`src/rtl/seq_detector_1011_if.sv`:
```
// Serial bit / match-pulse bundle for seq_detector_1011.
// The optional match_count signal exists only when SEQ_DET_COUNT_EN is defined.
interface seq_detector_1011_if
`ifdef SEQ_DET_COUNT_EN
  #(parameter int COUNT_W = 8)
`endif
  ();
   logic seq;   // serial data bit; "sequence" is a reserved word in SystemVerilog
   logic tick;
`ifdef SEQ_DET_COUNT_EN
   logic [COUNT_W-1:0] match_count;
`endif

   modport master (
      output seq,
      input  tick
`ifdef SEQ_DET_COUNT_EN
      , input match_count
`endif
   );

   modport slave (
      input  seq,
      output tick
`ifdef SEQ_DET_COUNT_EN
      , output match_count
`endif
   );
endinterface

```
`src/rtl/seq_detector_1011.sv`:
```
// Moore detector for the serial pattern 1-0-1-1. tick is high while the state is S4.
// Define SEQ_DET_COUNT_EN to add a saturating match counter on bus.match_count.
module seq_detector_1011 #(
   parameter bit OVERLAP = 1'b1
`ifdef SEQ_DET_COUNT_EN
   , parameter int COUNT_W = 8
`endif
) (
   input  logic                clk,
   input  logic                rst,
   seq_detector_1011_if.slave  bus
);

   typedef enum logic [2:0] {
      S0 = 3'd0,
      S1 = 3'd1,
      S2 = 3'd2,
      S3 = 3'd3,
      S4 = 3'd4
   } state_t;

   state_t state;
   state_t state_nxt;

   // NOTE: sequential state uses non-blocking assignments so all registers update together.
   always_ff @(posedge clk or negedge rst) begin
      if (!rst) state <= S0;
      else      state <= state_nxt;
   end

   // NOTE: next state gets a default before the case so no latch is inferred.
   always_comb begin
      state_nxt = S0;
      case (state)
         S0: state_nxt = bus.seq ? S1 : S0;
         S1: state_nxt = bus.seq ? S1 : S2;
         S2: state_nxt = bus.seq ? S3 : S0;
         S3: state_nxt = bus.seq ? S4 : S2;
         S4: begin
            // Overlap keeps the trailing "1" / "10" suffix; otherwise start over.
            if (OVERLAP) state_nxt = bus.seq ? S1 : S2;
            else         state_nxt = bus.seq ? S1 : S0;
         end
         default: state_nxt = S0;
      endcase
   end

   assign bus.tick = (state == S4);

`ifdef SEQ_DET_COUNT_EN
   logic [COUNT_W-1:0] match_count_q;

   always_ff @(posedge clk or negedge rst) begin
      if (!rst)
         match_count_q <= '0;
      else if ((state_nxt == S4) && (match_count_q != {COUNT_W{1'b1}}))
         match_count_q <= match_count_q + 1'b1;
   end

   assign bus.match_count = match_count_q;
`endif

endmodule

```
`src/flat_wrapper.sv`:
```
// flat-port wrapper written by rule: the top's interface ports become plain ports
module seq_detector_1011_flat 
#(
   parameter bit OVERLAP = 1'b1

)
  (clk, rst, bus_seq, bus_tick);
  seq_detector_1011_if bus_i ();
  input  logic clk;
  input  logic rst;
  input wire logic [$bits(bus_i.seq)-1:0] bus_seq;
  output wire logic [$bits(bus_i.tick)-1:0] bus_tick;
  assign bus_i.seq = bus_seq;
  assign bus_tick = bus_i.tick;
  seq_detector_1011 #(.OVERLAP(OVERLAP)) u_core (.clk(clk), .rst(rst), .bus(bus_i));
endmodule
```
`config.mk`:
```
export PLATFORM = sky130hd
export DESIGN_NAME = seq_detector_1011_flat
export DESIGN_NICKNAME = d
export VERILOG_FILES = /design/src/rtl/seq_detector_1011_if.sv /design/src/rtl/seq_detector_1011.sv /design/src/flat_wrapper.sv
export SDC_FILE = /design/constraint.sdc
export NUM_CORES = 1
export LEC_CHECK = 0
export CORE_AREA = 4 4 41 43
export DETAILED_ROUTE_END_ITERATION = 10
export DIE_AREA = 0 0 45 47
export GPL_TIMING_DRIVEN = 0
export HOLD_SLACK_MARGIN = 0.03
export PLACE_DENSITY_LB_ADDON = 0.15
export SYNTH_ARGS = -nofsm -noshare
export SYNTH_HDL_FRONTEND = slang
export SYNTH_SLANG_ARGS = --single-unit
```
`constraint.sdc`:
```
create_clock -name clk -period 3.15 [get_ports clk]
set_input_delay 0.315 -clock clk [delete_from_list [all_inputs] [get_ports clk]]
set_output_delay 0.315 -clock clk [all_outputs]
set_load 0.1 [all_outputs]
```
# ---- Word level (Yosys, flattened, before mapping)
# Index checks and enable logic that the tools add are counted.
dict set report op_classes {
  mux 5
  n_eq_ne 4
  n_reduce_logical 2
}
# operator n
set op_table {}
lappend op_table {{3-bit one-hot mux with 4 select lines} 1}
lappend op_table {{3-bit by 2-bit equality test with 1-bit output, second input constant} 2}
lappend op_table {{2-bit two-way mux} 2}
lappend op_table {{3-bit by 1-bit equality test with 1-bit output, second input constant} 1}
lappend op_table {{3-bit equality test, second input constant} 1}
lappend op_table {{3-bit zero test} 1}
lappend op_table {{3-bit two-way mux} 1}
lappend op_table {{2-bit OR reduction} 1}
lappend op_table {{1-bit two-way mux} 1}
dict set report word_totals {
  register_bits 3
  input_bits 3
  out_inout_bits 1
  elab_cells 12
}

# ---- Longest topological paths before layout
dict set report logic_depth {
  ltp_word 3
  depth_mapped 2
  ltp_nobuf 2
}

# ---- Least setup slack after synthesis
# OpenSTA, ideal clock, no wires.
dict set report synth_timing {
  kind {reg-to-output}
  from {register u_core.state[0]}
  to {output bus_tick}
  arrival_ns 2.627
  slack_ns 0.208
  path_stages_with_launch 2
  path_buffers 0
  required_ns 2.835
  cell_sequence {dfrtp_1 > nor3b_1}
}
dict set report synth_via {
  elab_chain_len 1
}
# element line
set synth_lines {}
lappend synth_lines {{start: declaration} seq_detector_1011.sv:22} ;# state_t state;
lappend synth_lines {{start signal: assignment} seq_detector_1011.sv:28} ;# else state <= state_nxt;
lappend synth_lines {{3-bit equality test} seq_detector_1011.sv:48} ;# assign bus.tick = (state == S4);
lappend synth_lines {{end: declaration} flat_wrapper.sv:12} ;# output wire logic [$bits(bus_i.tick)-1:0] bus_tick;
# Every way passes these cells.

# ---- Worst setup path in the final report
dict set report layout_timing {
  from {register u_core.state[2]}
  to {output bus_tick}
}
# Same word-level chain as after synthesis.

==> impl_results.md <==
* Status: finished clean
* Number of design-rule violations left by the first detailed-router iteration at 0
* Required time at the endpoint of the critical path at 2.83 ns
* Max Slew Vio Count at 0
* Number of rows created at floorplan at 13
* Congestion Overflow GR at 0
* Nets in the synthesized netlist at 15
* Number of H-tree levels at 1
* CP startpoint kind: flip-flop
* Pin count of the biggest net entering global routing at 8
* Setup clock skew after layout at 0.00201 ns
* Die span in x at 45 microns
* Sequential standard cell area at 75.1 sq um
* Post-CTS Setup Repair Bufs at 0
* Num CTS Buffers at 3
* Initial Util at 11.0%
* Port Buf Inserts at 3
* Total number of yosys warnings at 0
* WHS at 0.266 ns
* Global-route wire length before repair at 579 microns
* Critical path launch point: u_core.state[2]$_DFF_PN0_
* Peak VDD IR at 86.9 uV
* Final wirelength at 323 microns
* Registers with the most flip-flops: u_core.state: 3 flops
* Slew headroom at 35.3%
* Worst hold path type: in -> async
* Clock slew at reported path FFs at 0.04 ns
* Die height at 47 microns
* Cell-by-cell listing of the critical path: nor3b_1, clkdlybuf4s50_1
* Buffer cell driving the clock tree root: clkbuf_4
* Top achievable clock speed at 0.425 GHz
* Clock period minus final worst setup slack at 2.35 ns
* Max-capacitance violation count at 0
* Layout overhead on the synthesized area at 52.6%
* Syn Inst Count at 12
* CTS Sinks at 3
* DP Worst Slack at 1.02 ns
* Flip-flop count of the largest register after layout at 3
* Share of the clock period used by the worst path at 74.7%
* Via density at 3.50
* Area of combinational cells with multiple inputs at 67.6 sq um
* Category of the critical setup timing path: reg -> out
* Post-synthesis area per instance at 11.9 sq um
* Library cells used by synthesis at 9
* Full die area at 2120 sq um
* Top Ports at 4
* Diode count at 0
* Data arrival time of the critical path at 2.04 ns
* Unrepaired setup endpoints after global routing: false
* Number of nets in the layout at 23
* Launch point of the worst reg-to-reg path: u_core.state[2]$_DFF_PN0_
* Area inside the core boundary at 1300 sq um
* Sum Neg Setup Slack at 0 ns
* Overall via count from detail_route at 119
* Layout fillers at 154
* Part of the Yosys area used for sequential elements at 52.6%
* Cell area power density at 591 nW/um^2
* Clk_lat worst skew at 0.23 ns
* Count of final hold-check violations at 0
* Crit path setup slack, layout at 0.798 ns
* Critical Path Slowest Stage Cell: clkdlybuf4s50_1
* Maximum fanout encountered on the critical timing path at 7
* Commonest cells after routing, fill and taps aside: 3 x clkbuf_4, 3 x clkdlybuf4s50_1, 3 x dfrtp_1
* TritonCTS clock tree: yes
* Largest incremental delay on the critical path at 1.16 ns
* Number of nets still failing antenna checks after routing at 0
* Worst setup EP type: primary output
* CTS Hold Buffers Added at 0
* Setup violators final at 0
* Resized Gates After CTS at 0
* Number of buffers on the longest clock path at 2
* Remaining routing DRC violations at 0
* Overall global routing resource usage at 4.34%
* Number of register bits inferred by synthesis at 3
* Syn Std Cell Area at 143 sq um
* RePlAce Congestion at 0.567
* Total leakage power at 0.0866 nW
* Top reg by flops: u_core.state
* Actual slew at the worst max-slew pin at 0.968 ns
* Number of detailed-routing iterations run before antenna repair at 1
* Fraction of final layout cells sized beyond drive strength 1 at 21.1%
* Antenna violations before repair at 0
* Power Total at 0.129 mW
* Average routed wire per standard cell at 9.50 microns
* Number of global-route vias before repair at 137
path summary, 6_finish.rpt:
path	end	slack [ns]	cells after the start
min reg2reg	u_core.state[2]$_DFF_PN0_	0.67	1
max reg2reg	u_core.state[1]$_DFF_PN0_	2.05	2
min in group clk	u_core.state[2]$_DFF_PN0_	0.67	1
min	u_core.state[1]$_DFF_PN0_	0.27	1
max	bus_tick	0.80	2
max in group asynchronous	u_core.state[0]$_DFF_PN0_	2.74	1
Yosys cell counts:
| library cell | instances | area, sq um |
|---|---|---|
| dfrtp_1 | 3 | 75.1 |
| a21oi_1 | 1 | 5.00 |
| nor2_1 | 1 | 3.75 |
| nor4b_1 | 1 | 8.76 |
| nor4bb_1 | 1 | 10.0 |
| o21a_1 | 1 | 7.51 |
| nor3b_1 | 2 | 15.0 |
| and4b_2 | 1 | 11.3 |
| or3_1 | 1 | 6.26 |
area by class of cell:
cell class | count | share of cell area [%]
Timing Repair Buffer | 3 | 13.8
Clock buffer | 4 | 12.1
Multi-Input combinational cell | 9 | 31.0
Sequential cell | 3 | 34.5
Tap cell | 15 | 8.62
metal layers:
metal	wire [microns]	share of wire, %	global-route usage [%]
met5	0	0	0
met4	0	0	8.77
met3	16	5.0	0
met2	130	40	5.08
met1	176	54	5.00
power by group:
part	internal, mW	switching (mW)	total [mW]
combinational	0.00727	0.00591	0.0132
sequential	0.0420	0.00499	0.0470
clock	0.0475	0.0209	0.0684
cell families (layout without fill, tap and decap cells):
kind of cell / after synthesis / count (layout) / synth area share [%]
AOI/OAI and AO/OA: 2 / 2 / 8.77
buffers and inverters: 0 / 7 / 0
DFF: 3 / 3 / 52.6
and+or+nand+nor: 7 / 7 / 38.6
worst max-delay path, delay by kind of cell, from the launching register on:
kind          cells  cell delay (ns)
buf+inv           1             1.16
flops             1             0.44
simple gates      1             0.20
stage by stage:
step | utilization, % | area, sq um | std cells
5_1_grt | 16.7 | 218 | 34
3_5_place_dp | 14.7 | 191 | 30
2_1_floorplan | - | 143 | 12
6_report | 16.7 | 218 | 34
4_1_cts | 16.7 | 218 | 34
3_3_place_gp | 14.7 | 191 | 30
(Power assumes the default switching activity.)
